File: src/rtl/viterbi_codec.sv
`timescale 1ns/1ps
// viterbi_codec: rate-1/2, K=4 convolutional encoder (generators 17/15 octal)
// and an independent hard-decision Viterbi decoder using register exchange.
// The two halves share only clock and reset.
module viterbi_codec #(
    parameter int TB_DEPTH = 32,
    parameter int PM_W     = 8
) (
    input  logic       clk,
    input  logic       rst,
    input  logic       enc_enable_i,
    input  logic       enc_d_in,
    output logic       enc_valid_o,
    output logic [1:0] enc_d_out,
    input  logic       dec_enable,
    input  logic [1:0] dec_d_in,
    output logic       dec_d_out
);

    localparam int NSTATES = 8;

    // Coded symbol {g1,g0} leaving state p={p2,p1,p0} on input bit u.
    function automatic logic [1:0] code_sym(input logic [2:0] p, input logic u);
        return {u ^ p[0] ^ p[1] ^ p[2], u ^ p[0] ^ p[2]};
    endfunction

    // Hamming distance between two 2-bit symbols, widened to metric width.
    function automatic logic [PM_W-1:0] hamming(input logic [1:0] a, input logic [1:0] b);
        logic [1:0] x;
        x = a ^ b;
        return PM_W'(x[0]) + PM_W'(x[1]);
    endfunction

    // Wrap-safe "a < b": metrics never drift far apart, so the sign of the
    // modular difference is the true ordering.
    function automatic logic pm_less(input logic [PM_W-1:0] a, input logic [PM_W-1:0] b);
        logic [PM_W-1:0] d;
        d = a - b;
        return d[PM_W-1];
    endfunction

    // ------------------------------------------------------------------ encoder
    logic [2:0] enc_s_q, enc_s_d;
    logic [1:0] enc_sym_q, enc_sym_d;
    logic       enc_valid_q;

    // Next encoder state and symbol; both hold while the encoder is idle.
    always_comb begin
        enc_s_d   = enc_s_q;
        enc_sym_d = enc_sym_q;
        if (enc_enable_i) begin
            enc_sym_d = code_sym(enc_s_q, enc_d_in);
            enc_s_d   = {enc_s_q[1:0], enc_d_in};
        end
    end

    // Encoder registers; valid simply tracks the enable one clock later.
    always_ff @(posedge clk or negedge rst) begin
        if (!rst) begin
            enc_s_q     <= '0;
            enc_sym_q   <= '0;
            enc_valid_q <= 1'b0;
        end else begin
            enc_s_q     <= enc_s_d;
            enc_sym_q   <= enc_sym_d;
            enc_valid_q <= enc_enable_i;
        end
    end

    assign enc_d_out   = enc_sym_q;
    assign enc_valid_o = enc_valid_q;

    // ------------------------------------------------------------------ decoder
    logic [PM_W-1:0]     pm_q   [NSTATES];
    logic [PM_W-1:0]     pm_d   [NSTATES];
    logic [TB_DEPTH-1:0] surv_q [NSTATES];
    logic [TB_DEPTH-1:0] surv_d [NSTATES];
    logic [2:0]          best_idx;
    logic                dec_out_q, dec_out_d;

    // One add-compare-select unit per destination state n; its two
    // predecessors differ only in the oldest bit, and the input bit is n0.
    generate
        for (genvar gi = 0; gi < NSTATES; gi++) begin : g_acs
            localparam logic [2:0] NS = 3'(gi);
            localparam logic [2:0] P0 = {1'b0, NS[2], NS[1]};
            localparam logic [2:0] P1 = {1'b1, NS[2], NS[1]};

            logic [PM_W-1:0] cand0, cand1, diff;
            logic            pick1;

            assign cand0 = pm_q[P0] + hamming(dec_d_in, code_sym(P0, NS[0]));
            assign cand1 = pm_q[P1] + hamming(dec_d_in, code_sym(P1, NS[0]));
            assign diff  = cand0 - cand1;
            // Strictly positive difference favours p1; ties stay with p0.
            assign pick1 = !diff[PM_W-1] && (diff != '0);

            assign pm_d[gi]   = pick1 ? cand1 : cand0;
            assign surv_d[gi] = pick1 ? {surv_q[P1][TB_DEPTH-2:0], NS[0]}
                                      : {surv_q[P0][TB_DEPTH-2:0], NS[0]};
        end
    endgenerate

    // Pick the lowest-metric state (lowest index on ties) and read its oldest survivor bit.
    always_comb begin
        best_idx = 3'd0;
        for (int i = 1; i < NSTATES; i++) begin
            if (pm_less(pm_q[i], pm_q[best_idx])) begin
                best_idx = 3'(i);
            end
        end
        dec_out_d = surv_q[best_idx][TB_DEPTH-1];
    end

    // Decoder state: everything advances together on an enabled edge and holds otherwise.
    always_ff @(posedge clk or negedge rst) begin
        if (!rst) begin
            for (int i = 0; i < NSTATES; i++) begin
                pm_q[i]   <= (i == 0) ? '0 : PM_W'(16);
                surv_q[i] <= '0;
            end
            dec_out_q <= 1'b0;
        end else if (dec_enable) begin
            for (int i = 0; i < NSTATES; i++) begin
                pm_q[i]   <= pm_d[i];
                surv_q[i] <= surv_d[i];
            end
            dec_out_q <= dec_out_d;
        end
    end

    assign dec_d_out = dec_out_q;

endmodule

File: config.mk
export PLATFORM = sky130hd
export DESIGN_NAME = viterbi_codec
export DESIGN_NICKNAME = d
export VERILOG_FILES = /design/src/rtl/viterbi_codec.sv
export SDC_FILE = /design/constraint.sdc
export NUM_CORES = 1
export LEC_CHECK = 0
export CAP_MARGIN = 5
export CORE_MARGIN = 3
export CORE_UTILIZATION = 35
export DETAILED_ROUTE_END_ITERATION = 12
export GPL_TIMING_DRIVEN = 1
export HOLD_SLACK_MARGIN = 0.1
export PLACE_DENSITY = 0.45
export SLEW_MARGIN = 20
export SYNTH_ARGS = -nofsm -noshare
export SYNTH_HDL_FRONTEND = slang
export SYNTH_SLANG_ARGS = --single-unit
File: constraint.sdc
create_clock -name clk -period 17.95 [get_ports clk]
set_input_delay 5.385 -clock clk [delete_from_list [all_inputs] [get_ports clk]]
set_output_delay 5.385 -clock clk [all_outputs]
set_load 0.005 [all_outputs]
# After elaboration in Yosys (flattened, before gate mapping)
# Cells that the tools add are included.
[classes]
n_addsub = 35
magnitude_cmp = 7
n_mux = 44
bitwise = 14
reduce_logical = 24
[ops]
columns = ["cell", "count"]
rows = [
  ["2-to-1 mux 32 bit", 10],
  ["2-to-1 mux 8 bit", 20],
  ["binary-select mux 8 bit (select 3 bit)", 6],
  ["subtractor 8 bit", 15],
  ["adder 8 bit", 12],
  ["binary-select mux 32 bit (select 3 bit)", 1],
  ["nonzero test 8 bit", 8],
  ["adder 8 x 2 -> 8 bit", 4],
  ["greater-or-equal comparator 4 bit, second input constant", 7],
  ["inverter 3 -> 4 bit", 7],
  ["2-to-1 mux 3 bit", 5],
  ["adder 1 x 1 -> 2 bit", 4],
  ["logical AND 1 bit", 8],
  ["zero test 1 bit", 8],
  ["bitwise XOR 1 bit", 4],
  ["2-to-1 mux 2 bit", 1],
  ["inverter 1 bit", 2],
  ["inverter 2 bit", 1],
  ["2-to-1 mux 1 bit", 1],
]
[word_totals]
register_bits = 327
in_bits = 7

# Depth between registers and ports, before layout
# Gate-level depths: netlist of the first run.
[depth]
ltp_word = 42
depth_mapped = 81

# Worst setup path before layout of the first run
# OpenSTA, ideal clock, no wires.
[synth_timing]
kind = "reg-to-reg"
from = "register pm_q[58] (netlist name)"
to = "register dec_out_q, in the netlist dec_d_out"
setup_ns = 0.124
t_arrival_ns = 14.762
required_ns = 17.826
setup_slack_ns = 3.064
path_stages_with_launch = 78
synth_period_minus_slack_ns = 14.886
cell_sequence = "dfrtp_1 > clkbuf_1 > inv_1 > ha_1 > a21oi_1 > o21ai_1 > a21oi_2 > xnor2_1 > clkbuf_1 > nor2_1 > a21oi_1 > ha_1 > a211oi_1 > nor2_1 > nor4_1 > mux2_2 > o21ai_2 > nand2_1 > [... 42 more ...] > nand2_1 > mux2i_1 > o31a_2 > xnor3_2 > nor2_1 > mux2i_1 > a221oi_1 > a211oi_1 > ha_1 > nand4_1 > nor2_1 > nor2_1 > nand2_1 > nor3b_1 > mux2_1 > or3_1 > and3_1 > o31a_1"
[synth_between]
elab_chain_cells = 42
[synth_rtl]
columns = ["element", "line_no", "source"]
rows = [
  ["start: declaration", "74", "logic [PM_W-1:0] pm_q [NSTATES];"],
  ["start signal: indexed assignment", "119", "pm_q[i] <= (i == 0) ? '0 : PM_W'(16);"],
  ["start signal: indexed assignment", "125", "pm_q[i] <= pm_d[i];"],
  ["subtractor 8 bit", "38", "d = a - b;"],
  ["2-to-1 mux 1 bit", "108", "if (pm_less(pm_q[i], pm_q[best_idx])) begin"],
  ["inverter 3 -> 4 bit (not written as such)", "108", ""],
  ["binary-select mux 8 bit (select 3 bit)", "108", ""],
  ["2-to-1 mux 8 bit (not written as such) (2 in series)", "108", ""],
  ["subtractor 8 bit", "38", ""],
  ["2-to-1 mux 2 bit", "108", ""],
  ["inverter 3 -> 4 bit (not written as such)", "108", ""],
  ["[... 23 more ...]", "--", ""],
  ["inverter 3 -> 4 bit (not written as such)", "108", ""],
  ["binary-select mux 8 bit (select 3 bit)", "108", ""],
  ["2-to-1 mux 8 bit (not written as such) (2 in series)", "108", ""],
  ["subtractor 8 bit", "38", ""],
  ["2-to-1 mux 3 bit (*)", "108", ""],
  ["inverter 3 -> 4 bit (not written as such) (*)", "112", "dec_out_d = surv_q[best_idx][TB_DEPTH-1];"],
  ["binary-select mux 32 bit (select 3 bit) (*)", "112", ""],
  ["2-to-1 mux 32 bit (not written as such) (*) (2 in series)", "112", ""],
  ["end signal: assignment", "128", "dec_out_q <= dec_out_d;"],
  ["end: declaration", "79", "logic dec_out_q, dec_out_d;"],
]
# Every way passes the cells marked *; elsewhere a longest branch is shown, timed or not. The select of a mux whose other input is x is not followed.
# A chain may end at the register's enable or synchronous reset.

# Worst setup path in the final report of the first run
[layout_timing]
from = "register pm_q[59] (netlist name)"
to = "register dec_out_q, in the netlist dec_d_out"
# The elaborated chain is that of the path after synthesis.

==> results.json, run 1 <==
{
  "start_util_pct": 35.6,
  "synth_top_cell_by_area": "dfrtp_1",
  "seqCellArea_mm2": 0.00782,
  "drt-pass1-iter-count": 5,
  "finalSetupViolations": 0,
  "start_kind": "flop",
  "dp_hpwl_mm": 39.7,
  "hp-class": "flop to flop",
  "multiInputGateArea_mm2": 0.0127,
  "critPathTopFamily": "compound AO/OA/AOI/OAI gates",
  "worst_pin_slew_ns": 1.05,
  "syn_area_per_cell_um2": 9.18,
  "place_ws_ns": 0.834,
  "postLayoutCellArea_mm2": 0.0233,
  "critPathCaptureType": "flop",
  "fin_crit_sh_pct": 90.8,
  "routabilityCongestion": 0.864,
  "drv_slew": 0,
  "synth.distinct_cells": 70,
  "numPortBuffers": 10,
  "layout_min_cycle_time_ns": 16.30,
  "grt_max_degree": 284,
  "required_ns": 18.38,
  "cpMostUsedCell": "nor2_1",
  "numCtsBuffers": 39,
  "antenna_found_initial": 0,
  "cp.arrival_ns": 16.73,
  "busiest_layer": "met2",
  "area_delta_synth_final_pct": 10.1,
  "post_cts_buffers": 0,
  "cts_tree": "yes",
  "clockRootBuffer": "clkbuf_16",
  "clock_latency_ns": 0.57,
  "grt_overflow": 0,
  "hold_viol": 0,
  "viasPerCell": 5.34,
  "cts-htree-levels": 2,
  "fill_cells": 5978,
  "tns_ns": 0,
  "die_h_um": 252,
  "cts_hold_buf": 0,
  "post-synth-top-count-cell": "nor2_1",
  "slew_headroom_pct": 29.8,
  "netlist_instances": 2302,
  "cp_max_fo": 21,
  "fp-row-count": 89,
  "ys.flop_type": "dfrtp_1",
  "critPathKind": "flop to flop",
  "coreArea_mm2": 0.0594,
  "crit_slowest_cell": "dfrtp_1",
  "max_stage_delay_ns": 0.52,
  "synth_edf_count": 0,
  "max_clock_freq_ghz": 0.0613,
  "ys_seq_area_share_pct": 37.0,
  "status": "complete, no violations",
  "gr-usage-met3_pct": 2.39,
  "antenna_cells": 0,
  "rsz0062_at_grt": "false",
  "grt_pass1_wl_mm": 93.6,
  "yosys.area.top_type_share_pct": 36.1,
  "syn_area_mm2": 0.0211,
  "grtUsageTotal_pct": 18.6,
  "final_nets": 2377,
  "setup_ws_ns": 1.65,
  "clkSinkCount": 312,
  "dieWidth_um": 252,
  "path_buf_inv": 1,
  "place_area_mm2": 0.0219,
  "route.detailed.wl_per_inst_um": 19.5,
  "yosys_warnings": 0,
  "vias": 16171,
  "ys_top_cells_by_area": "dfrtp_1, mux2i_1, a21oi_1, ha_1, nor2_1",
  "drive_gt1_share_pct": 7.18,
  "wl_mm": 58.9,
  "cts_buffer_depth": 3,
  "fp.dieArea_mm2": 0.0633,
  "postRouteAntennaNets": 0,
  "cts.repair.resized": 0,
  "synthArstFlopShare_pct": 100,
  "synthTopCellsByCount": "nor2_1, a21oi_1, dfrtp_1",
  "grt_pass1_vias": 16041,
  "synth_fp_nets": 2451,
  "max_cap_violations": 0,
  "ios": 11,
  "ys_seq_elements": 312,
  "clkTransAtPathRegs_ns": 0.06,
  "placed_cells_incl_taps": 2959,
  "use_met1_pct": 27.2,
  "drtIter0Drc": 1129,
  "met2_usage_pct": 29.2,
  "drc": 0,
  "finalNonFillerCells": 3029,
  "fin_worst_skew_ns": 0.0255
}
-- stage by stage --
stage / hold WS (ns) / utilization [%]
3_5_place_dp: 0.455 / 36.8
2_1_floorplan: 0.439 / -
4_1_cts: 0.470 / 39.1
6_report: 0.469 / 39.2
3_3_place_gp: 0.453 / 36.8
5_1_grt: 0.480 / 39.2
-- layer usage --
metal  vias to the layer above  share of wire (%)
li1                       7916                  -
met1                      7877                 50
met2                       301                 45
met3                        77                3.7
met4                         0                2.1
met5                         -                  0
-- layout make-up --
type                    instances  area share (%)
multi-input cells            1796            54.5
flip-flops and latches        312            33.6
clock buffers                  60            5.22
well taps                     773            4.16
repair buffers                 27            1.22
inverters                      52           0.839
clock inverters                 9           0.490
-- cell families after synthesis --
kind of cell    count (synthesis)  synth area share (%)
compound gates                528                  14.3
xor+xnor                      157                  6.81
fa+ha+maj                     142                  9.26
buf+inv                       194                  3.52
flops                         312                  37.0
mux                           324                  15.7
simple gates                  645                  13.4
-- worst register-to-register path, delay by kind of cell (launching register included) --
| family | cells | cell delay (ns) |
|---|---|---|
| AOI/OAI and AO/OA | 26 | 5.88 |
| and+or+nand+nor | 24 | 4.18 |
| xor gates and xnor gates | 6 | 2.42 |
| adders and majority gates | 7 | 1.92 |
| muxes | 5 | 0.97 |
| DFF | 1 | 0.52 |
| buffers and inverters | 1 | 0.29 |
-- cell usage in the layout (no fill, tap or decap), drive strengths merged, types with 7 or more instances in the layout --
cell           count
nor3              24
buf               19
a211oi             9
nand3             29
a21oi            351
o21ai             60
o21a              22
xnor2            114
ha               118
dfstp              7
mux2i            279
a21o              29
clkbuf            60
nand2             81
or3               12
clkdlybuf4s50      8
a221oi             7
nand2b            27
nor2             378
and2              20
nand4             34
dfrtp            305
mux2              44
a2111oi            8
xor2              41
fa                24
nor2b             24
inv               53
o31ai              9
-- registers in the layout (all words and copies together), names as in the netlist --
signal       count
pm_q            64
enc_valid_o      1
enc_d_out        2
surv_q         241
enc_s_q          3
dec_d_out        1
-- worst paths after layout --
path                                       startpoint  slack (ns)  depth (start not counted)                 endpoint
worst max-delay path             pm_q[59]$_DFFE_PN0P_        1.65                         69    dec_d_out$_DFFE_PN0P_
worst min-delay path            surv_q[0]$_DFFE_PN0P_        0.47                          1    surv_q[0]$_DFFE_PN0P_
worst max register to register   pm_q[59]$_DFFE_PN0P_        1.65                         69    dec_d_out$_DFFE_PN0P_
worst min register to register  surv_q[0]$_DFFE_PN0P_        0.47                          1    surv_q[0]$_DFFE_PN0P_
max in group asynchronous                         rst       11.64                          2      pm_q[2]$_DFFE_PN0P_
min in group asynchronous                         rst        4.91                          1  surv_q[248]$_DFFE_PN0P_
Power of run 1 is not shown: default switching activity piles up to over one toggle a cycle in this logic, so the estimate is an artifact.
==> inputs of run 2 (changes only) <==
--- a/config.mk
+++ b/config.mk
@@ -16,3 +16,4 @@
 export SYNTH_ARGS = -nofsm -noshare
 export SYNTH_HDL_FRONTEND = slang
 export SYNTH_SLANG_ARGS = --single-unit
+export TNS_END_PERCENT = 50
==> results of run 2 <==
Same layout as run 1: the final DEF is identical, and so are final timing and power.
Power of run 2 is left out for the same reason.
